## src/rtl/vec_cache_tag_wr_ctrl.sv

```systemverilog
// Tag-SRAM write controller: queues {index, tag, way} tag updates in an in-order
// FIFO and drains them into the single-port tag SRAM in cycles the lookup pipeline
// leaves idle. If the head entry is starved too long, it forces a write and stalls
// lookups for one cycle. It also flags lookups that alias a pending or in-flight write.

// One FIFO slot: holds an entry plus its valid bit, and compares its index
// against the current lookup index.
module vec_cache_tag_wr_slot #(
    parameter int INDEX_W = 7,
    parameter int ENT_W   = 29
) (
    input  logic               clk,
    input  logic               rst,
    input  logic               wr_en,
    input  logic               clr_en,
    input  logic [ENT_W-1:0]   wr_data,
    input  logic [INDEX_W-1:0] lkp_index,
    output logic [ENT_W-1:0]   data,
    output logic               match
);

    logic vld;

    // Entry storage; a push and a pop never target the same slot in one cycle
    always_ff @(posedge clk or posedge rst) begin
        if (rst) begin
            data <= '0;
            vld  <= 1'b0;
        end else begin
            if (wr_en)
                data <= wr_data;
            if (wr_en)
                vld <= 1'b1;
            else if (clr_en)
                vld <= 1'b0;
        end
    end

    // The index field sits in the top bits of the entry
    assign match = vld & (data[ENT_W-1 -: INDEX_W] == lkp_index);

endmodule

module vec_cache_tag_wr_ctrl #(
    parameter int INDEX_W    = 7,
    parameter int TAG_W      = 20,
    parameter int WAY_NUM    = 4,
    parameter int FIFO_DEPTH = 4,
    parameter int STARVE_MAX = 8,
    localparam int WW        = $clog2(WAY_NUM),
    localparam int CW        = $clog2(FIFO_DEPTH) + 1
) (
    input  logic               clk,
    input  logic               rst,
    input  logic               in_vld,
    output logic               in_rdy,
    input  logic [INDEX_W-1:0] in_index,
    input  logic [TAG_W-1:0]   in_tag,
    input  logic [WW-1:0]      in_way,
    input  logic               lkp_req_vld,
    input  logic [INDEX_W-1:0] lkp_index,
    output logic               lkp_stall,
    output logic               lkp_pend_hit,
    output logic               tag_wr_en,
    output logic [INDEX_W-1:0] tag_wr_index,
    output logic [WW-1:0]      tag_wr_way,
    output logic [TAG_W-1:0]   tag_wr_tag,
    output logic [CW-1:0]      pend_cnt,
    output logic               idle
);

    localparam int PW = $clog2(FIFO_DEPTH);
    localparam int SW = $clog2(STARVE_MAX + 1);

    typedef struct packed {
        logic [INDEX_W-1:0] index;
        logic [TAG_W-1:0]   tag;
        logic [WW-1:0]      way;
    } wr_req_t;

    localparam int ENT_W = $bits(wr_req_t);

    typedef enum logic [1:0] {S_IDLE, S_WAIT, S_FORCE} state_t;

    state_t                          state;
    logic [SW-1:0]                   starve_cnt;
    logic [PW-1:0]                   wr_ptr;
    logic [PW-1:0]                   rd_ptr;
    logic [CW-1:0]                   count;
    logic [CW-1:0]                   count_nxt;
    logic                            push;
    logic                            pop;
    logic                            blocked;
    wr_req_t                         in_req;
    wr_req_t                         head_req;
    logic [FIFO_DEPTH-1:0][ENT_W-1:0] slot_data;
    logic [FIFO_DEPTH-1:0]           slot_match;

    // Acceptance depends only on occupancy, so a same-cycle pop never frees a slot early
    assign in_rdy   = (count != CW'(FIFO_DEPTH));
    assign push     = in_vld & in_rdy;
    // The lookup owns the SRAM port unless this is the one-cycle forced write
    assign blocked  = lkp_req_vld & (state != S_FORCE);
    assign pop      = (count != '0) & ~blocked;
    assign in_req   = {in_index, in_tag, in_way};
    assign head_req = wr_req_t'(slot_data[rd_ptr]);

    assign lkp_stall    = (state == S_FORCE) & lkp_req_vld;
    assign lkp_pend_hit = lkp_req_vld &
                          ((|slot_match) | (tag_wr_en & (tag_wr_index == lkp_index)));
    assign pend_cnt     = count;
    assign idle         = (count == '0) & ~tag_wr_en;

    generate
        for (genvar i = 0; i < FIFO_DEPTH; i++) begin : g_slot
            vec_cache_tag_wr_slot #(
                .INDEX_W (INDEX_W),
                .ENT_W   (ENT_W)
            ) u_slot (
                .clk       (clk),
                .rst       (rst),
                .wr_en     (push & (wr_ptr == PW'(i))),
                .clr_en    (pop & (rd_ptr == PW'(i))),
                .wr_data   (in_req),
                .lkp_index (lkp_index),
                .data      (slot_data[i]),
                .match     (slot_match[i])
            );
        end
    endgenerate

    // Next occupancy, shared by the counter and the FSM exit conditions
    always_comb begin
        count_nxt = count;
        case ({push, pop})
            2'b10:   count_nxt = count + CW'(1);
            2'b01:   count_nxt = count - CW'(1);
            default: count_nxt = count;
        endcase
    end

    // FIFO pointers and occupancy
    always_ff @(posedge clk or posedge rst) begin
        if (rst) begin
            wr_ptr <= '0;
            rd_ptr <= '0;
            count  <= '0;
        end else begin
            if (push)
                wr_ptr <= wr_ptr + PW'(1);
            if (pop)
                rd_ptr <= rd_ptr + PW'(1);
            count <= count_nxt;
        end
    end

    // Starvation FSM: count blocked head cycles and force one write after STARVE_MAX
    always_ff @(posedge clk or posedge rst) begin
        if (rst) begin
            state      <= S_IDLE;
            starve_cnt <= '0;
        end else begin
            case (state)
                S_IDLE: begin
                    starve_cnt <= '0;
                    if (count_nxt != '0)
                        state <= S_WAIT;
                end
                S_WAIT: begin
                    if (count_nxt == '0) begin
                        state      <= S_IDLE;
                        starve_cnt <= '0;
                    end else if (blocked && starve_cnt == SW'(STARVE_MAX - 1)) begin
                        state      <= S_FORCE;
                        starve_cnt <= '0;
                    end else if (blocked) begin
                        starve_cnt <= starve_cnt + SW'(1);
                    end else begin
                        starve_cnt <= '0;
                    end
                end
                S_FORCE: begin
                    starve_cnt <= '0;
                    state      <= (count_nxt != '0) ? S_WAIT : S_IDLE;
                end
                default: begin
                    state      <= S_IDLE;
                    starve_cnt <= '0;
                end
            endcase
        end
    end

    // SRAM write port: popped head appears one cycle later, payload holds otherwise
    always_ff @(posedge clk or posedge rst) begin
        if (rst) begin
            tag_wr_en    <= 1'b0;
            tag_wr_index <= '0;
            tag_wr_way   <= '0;
            tag_wr_tag   <= '0;
        end else begin
            tag_wr_en <= pop;
            if (pop) begin
                tag_wr_index <= head_req.index;
                tag_wr_way   <= head_req.way;
                tag_wr_tag   <= head_req.tag;
            end
        end
    end

endmodule

```

## config.mk

```make
export PLATFORM = sky130hd
export DESIGN_NAME = vec_cache_tag_wr_ctrl
export DESIGN_NICKNAME = d
export VERILOG_FILES = /design/src/rtl/vec_cache_tag_wr_ctrl.sv
export SDC_FILE = /design/constraint.sdc
export NUM_CORES = 1
export LEC_CHECK = 0
export ABC_CLOCK_PERIOD_IN_PS = 7800
export BUFFER_PORTS_ARGS = -buffer_cell sky130_fd_sc_hd__clkbuf_2
export CORE_ASPECT_RATIO = 1.25
export CORE_MARGIN = 2
export CORE_UTILIZATION = 64
export DETAILED_ROUTE_END_ITERATION = 8
export HOLD_SLACK_MARGIN = 0.02
export PLACE_DENSITY = 0.91
export SLEW_MARGIN = 20
export SYNTH_ARGS = -nofsm -noshare
export SYNTH_HDL_FRONTEND = slang
export SYNTH_SLANG_ARGS = --single-unit
```

## constraint.sdc

```tcl
create_clock -name clk -period 7.8 [get_ports clk]
set_input_delay 0.39 -clock clk [delete_from_list [all_inputs] [get_ports clk]]
set_output_delay 0.39 -clock clk [all_outputs]
set_load 0.01 [all_outputs]
```

# Yosys cells after proc, flatten, opt, wreduce, memory -nomap -nowiden
# Index checks and enable logic that the tools add are counted.
# Widths: inputs -> output; s select.
[op_classes] n_addsub=5 n_eq_ne=20 muxes=20 n_lt_le_gt_ge=1 n_bitwise=22 reduce_logical=14
[op_table] op="$bmux 29 s2" count=1
[op_table] op="$eq 7x7->1" count=5
[op_table] op="$mux 29" count=1
[op_table] op="$and 1x1->1" count=19
[op_table] op="$mux 4" count=4
[op_table] op="$eq 2x2->1 const B" count=6
[op_table] op="$mux 1" count=9
[op_table] op="$eq 2x1->1 const B" count=4
[op_table] op="$reduce_bool 2->1" count=4
[op_table] op="$logic_not 2->1" count=3
[op_table] op="$logic_not 3->1" count=2
[op_table] op="$mux 2" count=3
[op_table] op="$ne 3x3->1 const B" count=2
[op_table] op="$pmux 2 s3" count=1
[op_table] op="$pmux 3 s2" count=1
[op_table] op="$reduce_bool 3->1" count=2
[op_table] op="$add 2x1->2 const B" count=2
[op_table] op="$add 4x1->4 const B" count=1
[op_table] op="$eq 4x3->1 const B" count=1
[op_table] op="$ne 2x2->1 const B" count=2
[op_table] op="$reduce_or 4->1" count=1
[op_table] op="$add 3x1->3 const B" count=1
[op_table] op="$lt 2x3->1 const B" count=1
[op_table] op="$sub 3x1->3 const B" count=1
[op_table] op="4 further kinds" count=5
[word_totals] output_inout_bits=37 reg_bits=163 in_bits=40

# Longest topological paths before layout
# Gate-level depths: netlist of the first run.
[logic_depth] word_depth=9 depth_mapped=12

# Cells and area by module
# A second synthesis of the first run with hierarchy kept.
[hier_totals] hier_cells=480 area_unflattened_um2=7971.4
[by_module_without_submodules] mod="vec_cache_tag_wr_slot" instances=4 area_each_um2=1312.5 cells_each=75
[by_module_without_submodules] mod="vec_cache_tag_wr_ctrl" instances=1 area_each_um2=2721.4 cells_each=180

# Worst setup path before layout of the first run
# Ideal clock, no wire load.
[synth_timing] path_type="register to register" startpoint="reg count[1] (netlist: pend_cnt[1])" endpoint="reg starve_cnt[3]" n_path_buf=1 t_arrival_ns=2.642 path_slack_ns=5.086 required_ns=7.728 path_stages_with_launch=11 period_less_slack_ns=2.714 path_cell_list="dfrtp_1 > nor3_1 > a21oi_4 > buf_2 > ha_1 > fa_1 > xnor2_1 > or3_4 > a311oi_2 > nand3_1 > nor2_1"
[synth_via] elab_chain_cells=7
[synth_rtl] element="from (decl)" line_no="89" text="logic [CW-1:0] count;"
[synth_rtl] element="from (signal assigned)" line_no="153" text="count <= count_nxt;"
[synth_rtl] element="$reduce_bool 3->1 *" line_no="104" text="assign pop = (count != '0) & ~blocked;"
[synth_rtl] element="$and 1x1->1 *" line_no="104"
[synth_rtl] element="named net pop" line_no="92" text="logic pop;"
[synth_rtl] element="$eq 2x1->1 / $eq 2x2->1 (equally long branches)" line_no="135" text="case ({push, pop})"
[synth_rtl] element="$pmux 3 s2 *" line_no="135"
[synth_rtl] element="$logic_not 3->1 *" line_no="170" text="if (count_nxt == '0) begin"
[synth_rtl] element="$mux 4 *" line_no="170"
[synth_rtl] element="$mux 4 *" line_no="163" text="case (state)"
[synth_rtl] element="to (signal assigned)" line_no="177" text="starve_cnt <= starve_cnt + SW'(1);"
[synth_rtl] element="to (decl)" line_no="86" text="logic [SW-1:0] starve_cnt;"
# Mark *: on every way through the listed nets, which the timed path passes. The rest lies on a longest branch.
# A chain may end at the register's enable or synchronous reset.

# Worst setup path in the final report of the first run
[layout_timing] startpoint="reg count[0] (netlist: pend_cnt[0])" endpoint="reg starve_cnt[3]"
[layout_via] elab_chain_cells=7
[layout_rtl] element="$ne 3x3->1 / $reduce_bool 3->1 (equally long branches)" line_no="100, 104"
[layout_rtl] element="$and 1x1->1, on equally long branches" line_no="101, 104"
[layout_rtl] element="$eq 2x1->1 / $eq 2x2->1 (equally long branches)" line_no="135"
[layout_rtl] element="$pmux 3 s2 *" line_no="135"
[layout_rtl] element="$logic_not 3->1 *" line_no="170"
[layout_rtl] element="$mux 4 *" line_no="170"
[layout_rtl] element="$mux 4 *" line_no="163"
# Mark *: on every way between the ends. The rest lies on a longest branch, timed or not.

==> results by group, run 1 <==
Status
  – Status: complete, no violations

Synthesis
  – Async S/R FF share, synth: 1.000
  – Commonest cells post-synth: dfrtp_1, mux2_4, mux2_2
  – Synth warn: 0
  – Synth area leader: dfrtp_1
  – Most common cell in the netlist: dfrtp_1
  – Top_reg_cell synth: dfrtp_1
  – Synth Register Bits: ~160
  – Post-Syn Area: ~0.0081 mm2
  – Post-Syn Nets: 540
  – Synth Area in XOR/XNOR: 0.04444
  – Sequential share of the synthesized area: 0.5048
  – Mux cell area share after synthesis: 0.3382
  – Main combinational cell family by area after synthesis: multiplexers
  – Synth Area in Adders: 0.01796
  – Distinct cell type count after synthesis: 32
  – Post-synth top area share: 0.5048
  – Top post-synthesis cells by area: dfrtp_1, mux2_4, mux4_2, mux2_2, buf_12
  – Simple-gate share of the synthesized area: 0.03995
  – EDFF count, synth: 0
  – Syn avg cell area: 16.52 um2
  – Complex-gate fraction of the synthesized area: 0.01037
  – Cells after synthesis: slightly below 500

Global routing
  – Vias in the first global route: 4854
  – Antenna violations before repair: 0
  – Gr usage total: 0.2635
  – First-pass GRT wire length: 26.92 mm
  – Largest net degree at the start of global routing: 88
  – GR Overflow Total: 0

Final layout
  – Share of cells above drive strength 1: 0.5210
  – Nets: a little over 600
  – Inserted Diodes: 0
  – Synthesis-to-layout area growth: 11.61%
  – Design Area, Final: 0.009019 mm2

Die
  – CORE AREA: 0.01222 mm2
  – Starting density of the core: 0.6613
  – I/O Pins: 77
  – Die Span X: between 100 and 150 um
  – FP Rows: 45
  – Die area: 0.01355 mm2
  – Die H: ~130 um

Detailed routing
  – Via Count: 4301
  – Final wirelength: between 15 and 20 mm
  – ANT nets after route: 0
  – Pre-antenna DRT Iters: 4
  – DRT iter0 DRCs: 227
  – Vias per cell: about 5.8
  – # DRC: 0
  – Wire length per cell: 22.27 um

Placed design
  – Buffers on Ports: 76
  – Setup WS pre-CTS: about 5000 ps
  – RD Place Congestion: 0.8551
  – Hpwl dp: about 9.5 mm
  – Area after DPL: 0.008374 mm2

STA
  – Slew Limit Fails: 0
  – Total negative slack: 0 ps
  – Min Tclk post-route: 2872 ps
  – Final clock skew: roughly 11 ps
  – Crit share post-route: 0.3682
  – FMAX: 0.3482 GHz
  – Final setup viols: 0
  – Final hold viol count: 0
  – Least-Margin Pin Slew: 780.0 ps
  – Unrepaired setup endpoints after global routing: no
  – Setup slack after layout: 4928 ps
  – Max-slew headroom: 0.4800

Worst setup path
  – Crit path DAT: 3220 ps
  – Worst Setup Start Kind: flip-flop
  – Crit. End Element: flip-flop
  – Max FO, Critical Path: 8
  – WS Path Type: reg -> reg
  – Worst EP required: slightly above 8000 ps

Run
  – Max-cap viol count: 0

Min path
  – HP Class: in -> async

Clock tree
  – CTS tree: done
  – Post_cts resized: 0
  – Clock Pin Slew Worst Setup and Hold Paths: 70 ps
  – Post-CTS Setup Bufs: 0
  – Num CTS Buffers: 17
  – CTS sink cnt: around 160
  – Worst skew pair latency: 420 ps
  – Clock Tree Buf Depth: 2
  – H-tree Lvls: 4
  – CTS Root Cell: clkbuf_16
  – # hold bufs at CTS: 0

Pwr
  – P_leak: 4.351 nW
  – Maximum VDD drop: 0.1819 mV
  – Pwr dens: roughly 470 mW/mm2
cell usage in the layout (no fill, tap or decap), types with 4 or more instances in the layout:
master / instances
dfrtp_1: 162
mux2_4: 116
clkbuf_2: 76
mux2_2: 30
mux4_2: 29
xnor2_1: 27
clkbuf_16: 17
nand2_1: 16
xor2_1: 14
ha_1: 10
nor2_1: 8
nand4_1: 8
inv_1: 7
o21ai_0: 5
bufinv_16: 5
nand2_8: 4
clkinvlp_4: 4
cell type report:
type,instances,area (um2)
inverters,8,35.03
flip-flops and latches,163,4080
multi-input cells,289,3643
clock inverters,13,207.7
fillers,713,3199
well taps,164,205.2
repair buffers,80,414.1
clock buffers,19,432.9
state kept, by name, summed over array words and instances, names as in the netlist:
name / count
tag_wr_way: 2
tag_wr_index: 7
state: 2
tag_wr_en: 1
pend_cnt: 3
rd_ptr: 2
tag_wr_tag: 20
g_slot.u_slot.vld: 4
wr_ptr: 2
starve_cnt: 4
g_slot.u_slot.data: 116
routing by layer:
metal	wire length [um]	track usage	vias to the layer above
met5	0	0	-
li1	-	-	1891
met1	6747	0.3278	2301
met4	175	0.08188	0
met3	633	0.05282	12
met2	8836	0.4694	97
path summary, 6_finish.rpt:
path	slack [ps]	from	endpoint	cells past startpoint
min in group clk	260	in_index[0]	g_slot[1].u_slot.data[22]	2
worst max register to register	4930	pend_cnt[0]	starve_cnt[3]	11
worst min-delay path	70	rst	tag_wr_tag[16]	2
max in group asynchronous	6500	rst	starve_cnt[3]	3
worst max-delay path	4930	pend_cnt[0]	starve_cnt[3]	11
worst min register to register	470	starve_cnt[0]	starve_cnt[0]	1
where the power goes:
| part | switching [W] | internal [W] | leakage (nW) |
|---|---|---|---|
| clock | 0.000338 | 0.000568 | 0.300 |
| combinational | 0.000652 | 0.00106 | 2.11 |
| sequential | 0.000336 | 0.00128 | 1.94 |
| total | 0.00133 | 0.00291 | 4.35 |
critical path, cell delays in order, from the launching register on:
cell,delay [ps]
dfrtp_1,510
nor2_2,80
nand2_2,90
and2_4,320
inv_1,80
ha_1,240
fa_1,390
xnor2_1,160
or3_4,360
a311oi_2,290
nand3_1,150
nor2_1,120
stage by stage:
stage | power [W] | utilization | cells | hold WS [ps]
after floorplan | 0.002955 | - | 489 | 428.6
after global placement | 0.003189 | 0.6854 | 704 | 443.9
after detailed placement | 0.003279 | 0.6854 | 704 | 455.9
after CTS | 0.004252 | 0.7378 | 736 | 100.4
after global routing | 0.004432 | 0.7381 | 736 | 133.3
final | 0.004232 | 0.7381 | 736 | 66.82
cells by family (layout without fill, tap and decap cells):
group | after synthesis | count (layout)
AND/OR/NAND/NOR | 52 | 52
buffers and inverters | 37 | 120
XOR/XNOR | 41 | 41
multiplexers | 175 | 175
adder cells (fa/ha/maj) | 11 | 11
AO/OA/AOI/OAI | 10 | 10
flip-flops | 163 | 163
Note: power is estimated with default switching activity, not from simulation.
==> run 2, diff against run 1 <==
- ABC_CLOCK_PERIOD_IN_PS: 7800 -> 2540
- CORE_UTILIZATION: 64 -> 54
- PLACE_DENSITY: 0.91 -> 0.83
- clock period: 7.8 -> 2.54 ns (I/O delays scaled with it)
==> results by group, run 2 (same netlist as run 1, synthesis figures left out) <==
Detailed routing
  – Final wirelength: 15.89 mm (-3.0%)
  – Vias per cell: 5.571 (-4.7%)
  – ANT nets after route: 0 (unchanged)
  – Via Count: 4401 (+2.3%)
  – DRT iter0 DRCs: 213 (-6.2%)
  – Pre-antenna DRT Iters: 4 (unchanged)
  – # DRC: 0 (unchanged)
  – Wire length per cell: 20.12 um (-9.7%)

Placed design
  – Hpwl dp: 9.828 mm (+3.0%)
  – Area after DPL: 0.008469 mm2 (+1.1%)
  – Setup WS pre-CTS: -33.25 ps (-5014 ps)
  – RD Place Congestion: 0.7845 (-8.3%)
  – Buffers on Ports: 76 (unchanged)

STA
  – FMAX: 0.4094 GHz (+18%)
  – Final hold viol count: 0 (unchanged)
  – Crit share post-route: 0.9616 (+0.5934)
  – Setup slack after layout: 97.44 ps (-4830 ps)
  – Min Tclk post-route: 2443 ps (-429.5 ps)
  – Final clock skew: 10.82 ps (-0.07310 ps)
  – Max-slew headroom: 0.4346 (-0.04542)
  – Unrepaired setup endpoints after global routing: no
  – Final hold slack: 55.14 ps (-11.68 ps)
  – Final setup viols: 0 (unchanged)
  – Least-Margin Pin Slew: 848.1 ps (+68.13 ps)
  – Slew Limit Fails: 0 (unchanged)

Die
  – FP Rows: 50 (+11%)
  – Die H: 140.8 um (+8.6%)
  – CORE AREA: 0.01483 mm2 (+21%)
  – Die Span X: 113.4 um (+8.5%)
  – Starting density of the core: 0.5450 (-0.1164)
  – Die area: 0.01596 mm2 (+18%)
  – I/O Pins: 77 (unchanged)

Global routing
  – Antenna violations before repair: 1 (+1)
  – Largest net degree at the start of global routing: 164 (+86%)
  – Gr usage total: 0.2160 (-0.04751)
  – First-pass GRT wire length: 26.59 mm (-1.2%)
  – Vias in the first global route: 4932 (+1.6%)
  – GR Overflow Total: 0 (unchanged)

Worst setup path
  – Crit path max-delay cell type: dfrtp_2
  – CP Buf/Inv Count: 1 (unchanged)
  – Worst Setup Start Kind: flip-flop
  – Crit. End Element: flip-flop
  – Max FO, Critical Path: 3 (-5)
  – Delay-heaviest family, CP: simple AND/OR/NAND/NOR gates
  – Worst EP required: 2890 ps (-5260 ps)
  – Max incr delay on CP: 410 ps (-100 ps)
  – WS Path Type: reg -> reg
  – Crit path DAT: 2790 ps (-430 ps)
  – Worst-path cell chain: nor2_2 > nand2_2 > and2_4 > inv_4 > ha_4 > fa_2 > xnor2_2 > or3_4 > a311oi_4 > nand3_2 > nor2_1

Pwr
  – Tot Pwr: 0.01288 W (+200%)
  – Maximum VDD drop: 0.6224 mV (+240%)
  – Comb power frac: 0.421 (+0.017)
  – Flop pwr share: 0.378 (-0.004)
  – P_leak: 4.500 nW (+3.4%)
  – Pwr dens: 1370 mW/mm2 (+190%)
  – P_int: 0.008886 W (+210%)
  – Total net switching power: 0.003991 W (+200%)
  – Sw Ratio: 0.3099 (-0.003428)
  – Clock network power share: 0.201 (-0.013)

Clock tree
  – H-tree Lvls: 4 (unchanged)
  – Num CTS Buffers: 17 (unchanged)
  – CTS sink cnt: 163 (unchanged)
  – CTS Root Cell: clkbuf_16
  – Clock Pin Slew Worst Setup and Hold Paths: 70 ps (about the same)
  – Clock Tree Buf Depth: 2 (unchanged)
  – CTS tree: done
  – Worst skew pair latency: 410 ps (about the same)

Final layout
  – Commonest non-fill, non-tap cell in the layout: dfrtp_1
  – Max reg flops: 116 (unchanged)
  – Design Area, Final: 0.009400 mm2 (+4.2%)
  – Biggest regs: g_slot.u_slot.data: 116 flops, tag_wr_tag: 20 flops, tag_wr_index: 7 flops
  – Reg area: 0.004084 mm2 (about the same)
  – Nets: 645 (+5.7%)
  – Share of cells above drive strength 1: 0.5140 (-0.006976)
  – Synthesis-to-layout area growth: 16.34%
  – Filler cell count: 1051 (+47%)
  – Multi-input gate area: 0.003694 mm2 (+1.4%)
  – Leading cell types in the layout, fill and taps excluded: dfrtp_1, mux2_4, clkbuf_2
  – Largest Register: g_slot.u_slot.data

Min path
  – HP Class: in -> reg

Run
  – Max-cap viol count: 0 (unchanged)

Status
  – Status: complete, no violations
==> run 2: changes by cell type in the layout (fill, tap and decap cells not counted), moves of 2 or more <==
cell | before | now
buf_4 | 3 | 8
bufinv_16 | 5 | 3
clkbuf_8 | 0 | 2
clkinv_2 | 2 | 6
dfrtp_1 | 162 | 159
dfrtp_2 | 1 | 4
dlygate4sd3_1 | 0 | 30
inv_6 | 2 | 0
==> run 2: through the flow <==
step / util / cells / TNS, ps
5_1_grt: 0.6340 / 790 / 0
3_5_place_dp: 0.5712 / 725 / -50.54
3_3_place_gp: 0.5712 / 725 / 0
6_report: 0.6340 / 790 / 0
2_1_floorplan: - / 489 / -26.38
4_1_cts: 0.6327 / 789 / 0
==> run 2: area by class of cell <==
class                      instances  share of cell area
clock inverter                    11             0.01438
tap                              182             0.02422
multi-input combinational        289              0.3929
timing repair buffer             115             0.08093
sequential                       163              0.4344
inverter                           8            0.003860
clock buffer                      21             0.04898
antenna                            1           0.0002662
==> run 2: worst min-delay path: cells and delay by family <==
family                 cells  cell delay (ps)
and+or+nand+nor            2              160
buffers and inverters      1              150
==> run 2: power groups by stage <==
stage          sequential (W)  combinational, W  clock [W]
6_report              0.00487           0.00542    0.00259
5_1_grt               0.00502           0.00583    0.00275
4_1_cts               0.00486           0.00547    0.00263
3_5_place_dp          0.00490           0.00532          0
3_3_place_gp          0.00477           0.00516          0
2_1_floorplan         0.00474           0.00440          0
==> run 2: timing repair <==
item                       4_1_cts  5_1_grt
setup buffers                    2        0
hold endpoints to repair       167        0
resized for setup                0        3
setup endpoints to repair        3        3
hold buffers                    30        0
==> run 2: worst paths after layout <==
| kind | from | end | slack [ps] | depth (start not counted) |
|---|---|---|---|---|
| max reg2reg | pend_cnt[1] | starve_cnt[0] | 100 | 11 |
| min in group asynchronous | rst | g_slot[1].u_slot.data[9] | 520 | 4 |
| max in group asynchronous | rst | pend_cnt[0] | 1380 | 4 |
| min reg2reg | starve_cnt[0] | starve_cnt[0] | 470 | 1 |
| max | pend_cnt[1] | starve_cnt[0] | 100 | 11 |
| min | lkp_req_vld | starve_cnt[3] | 60 | 3 |
==> run 2: layer usage <==
layer  global-route usage  wire length, um
met1               0.2776             6922
met5                    0                0
met2               0.3627             8120
met3              0.04600              539
met4              0.07959              312
==> run 3, diff against run 2 <==
- CTS_CLUSTER_SIZE: unset -> 14
- RECOVER_POWER: unset -> 100
==> results by group, run 3 (same netlist as run 1, synthesis figures left out) <==
STA
  – Unrepaired setup endpoints after global routing: no
  – Final hold slack: 58.45 ps (+3.311 ps)
  – Min Tclk post-route: 2427 ps (-15.46 ps)
  – FMAX: 0.4120 GHz (+0.64%)
  – Final clock skew: 10.56 ps (-0.2616 ps)
  – Max-slew headroom: 0.03599 (-0.3986)
  – Slew Limit Fails: 0 (unchanged)
  – Final setup viols: 0 (unchanged)
  – Setup slack after layout: 112.9 ps (+15.46 ps)
  – Crit share post-route: 0.9556 (-0.006085)
  – Least-Margin Pin Slew: 1446 ps (+597.9 ps)
  – Final hold viol count: 0 (unchanged)

Global routing
  – Gr usage total: 0.2160 (unchanged)
  – Largest net degree at the start of global routing: 164 (unchanged)
  – Vias in the first global route: 4932 (unchanged)
  – Antenna violations before repair: 1 (unchanged)
  – GR Overflow Total: 0 (unchanged)
  – First-pass GRT wire length: 26.59 mm (unchanged)

Detailed routing
  – Met2 Routed Length: 8.091 mm (-0.36%)
  – DRT iter0 DRCs: 214 (+0.47%)
  – Pre-antenna DRT Iters: 4 (unchanged)
  – WL met1: 6.834 mm (-1.3%)
  – Vias per cell: 5.558 (-0.23%)
  – ANT nets after route: 0 (unchanged)
  – Metal3 WL: 464 um (-14%)
  – Final wirelength: 15.66 mm (-1.5%)
  – Via Count: 4391 (-0.23%)
  – Top Metal Used: met4
  – Wire length per cell: 19.82 um (-1.5%)
  – # DRC: 0 (unchanged)

Pwr
  – P_leak: 3.834 nW (-15%)
  – Maximum VDD drop: 0.5997 mV (-3.6%)
  – Comb power frac: 0.369 (-0.052)
  – Clock network power share: 0.220 (+0.019)
  – Total net switching power: 0.003811 W (-4.5%)
  – Pwr dens: 1324 mW/mm2 (-3.3%)
  – Flop pwr share: 0.410 (+0.032)
  – Sw Ratio: 0.3243 (+0.01444)
  – P_int: 0.007939 W (-11%)

Die
  – Die H: 140.8 um (unchanged)
  – CORE AREA: 0.01483 mm2 (unchanged)
  – Die area: 0.01596 mm2 (unchanged)
  – Starting density of the core: 0.5450 (unchanged)
  – FP Rows: 50 (unchanged)
  – Die Span X: 113.4 um (unchanged)
  – I/O Pins: 77 (unchanged)

Final layout
  – Share of cells above drive strength 1: 0.2751 (-0.2389)
  – Max reg flops: 116 (unchanged)
  – Commonest non-fill, non-tap cell in the layout: dfrtp_1
  – Final core utilization: 0.5985 (-0.03553)
  – Largest Register: g_slot.u_slot.data
  – Leading cell types in the layout, fill and taps excluded: dfrtp_1, mux2_1, clkbuf_2
  – Synthesis-to-layout area growth: 9.817%
  – Nets: 645 (unchanged)
  – Biggest regs: g_slot.u_slot.data: 116 flops, tag_wr_tag: 20 flops, tag_wr_index: 7 flops
  – Design Area, Final: 0.008874 mm2 (-5.6%)
  – Fin cells: 790 (unchanged)

Clock tree
  – CTS Root Cell: clkbuf_16
  – Worst skew pair latency: 410 ps (about the same)
  – Num CTS Buffers: 17 (unchanged)
  – Clock Pin Slew Worst Setup and Hold Paths: 60 ps (about the same)
  – CTS sink cnt: 163 (unchanged)
  – Clock Tree Buf Depth: 2 (unchanged)
  – H-tree Lvls: 4 (unchanged)
  – CTS tree: done

Placed design
  – DP Cell Count: 725 (unchanged)
  – Area after DPL: 0.008469 mm2 (unchanged)
  – RD Place Congestion: 0.7845 (unchanged)
  – Buffers on Ports: 76 (unchanged)
  – Setup WS pre-CTS: -33.25 ps (unchanged)
  – Hpwl dp: 9.828 mm (unchanged)

Worst setup path
  – CP Buf/Inv Count: 1 (unchanged)
  – WS Path Type: reg -> reg
  – Worst Setup Start Kind: flip-flop
  – Delay-heaviest family, CP: simple AND/OR/NAND/NOR gates
  – Max FO, Critical Path: 3 (unchanged)
  – Worst-path cell chain: nor2_2 > nand2_2 > and2_4 > inv_4 > ha_4 > fa_2 > xnor2_1 > or3_4 > a311oi_4 > nand3_2 > nor2_1
  – Worst EP required: 2890 ps (about the same)
  – Crit path DAT: 2770 ps (-20 ps)
  – Max incr delay on CP: 410 ps (about the same)
  – Crit path max-delay cell type: dfrtp_2
  – Crit. End Element: flip-flop

Run
  – Max-cap viol count: 0 (unchanged)

Status
  – Status: complete, no violations

Min path
  – HP Class: in -> reg
[run 3: cell types whose count changed in the layout (fill, tap and decap cells not counted), moves of 2 or more]
cell,delta
clkbuf_1,+36
mux2_1,+108
buf_4,-2
nand2_8,-4
mux2_4,-108
nand2_2,+4
clkbuf_2,-34
[run 3: metrics by stage]
stage                     total power [W]  setup TNS [ps]
final                             0.01175               0
after global routing              0.01246               0
after CTS                         0.01295               0
after detailed placement          0.01022          -50.54
after global placement           0.009931               0
after floorplan                  0.009138          -26.38
[run 3: final timing paths]
kind,start,end,slack (ps),cells past startpoint
setup / recovery,pend_cnt[1],starve_cnt[0],110,11
min in group asynchronous,rst,g_slot[1].u_slot.data[9],740,4
max in group asynchronous,rst,pend_cnt[0],780,4
hold / removal,lkp_req_vld,starve_cnt[3],60,3
hold reg to reg,starve_cnt[0],starve_cnt[0],470,1
setup reg to reg,pend_cnt[1],starve_cnt[0],110,11
[run 3: what timing repair did]
| action | in CTS | in global routing |
|---|---|---|
| gates resized for setup | 0 | 3 |
| setup endpoints to repair | 3 | 3 |
| hold buffers | 30 | 0 |
| endpoints found under the hold margin | 167 | 0 |
| setup buffers | 2 | 0 |
[run 3: power groups by stage]
stage / Combinational, W / Clock, W / Sequential [W]
2_1_floorplan: 0.00440 / 0 / 0.00474
3_3_place_gp: 0.00516 / 0 / 0.00477
3_5_place_dp: 0.00532 / 0 / 0.00490
4_1_cts: 0.00547 / 0.00263 / 0.00486
5_1_grt: 0.00473 / 0.00275 / 0.00498
6_report: 0.00434 / 0.00259 / 0.00482
[run 3: cell type report]
cell class	instances	area (um2)
multi-input combinational	289	3226
timing repair buffer	115	701.9
inverter	8	36.28
antenna	1	2.502
clock inverter	11	135.1
sequential	163	4084
tap	182	227.7
fill	1203	5953
clock buffer	21	460.4
[run 3: tightest hold or removal path, stage by stage]
cell and delay (ps):
clkbuf_2 160, nand3_2 120, nor2_1 40
[run 3: routing by layer]
layer	up-vias	GRT usage
met5	-	0
met4	0	0.07959
met3	20	0.04600
met2	86	0.3627
met1	2326	0.2776
li1	1959	-
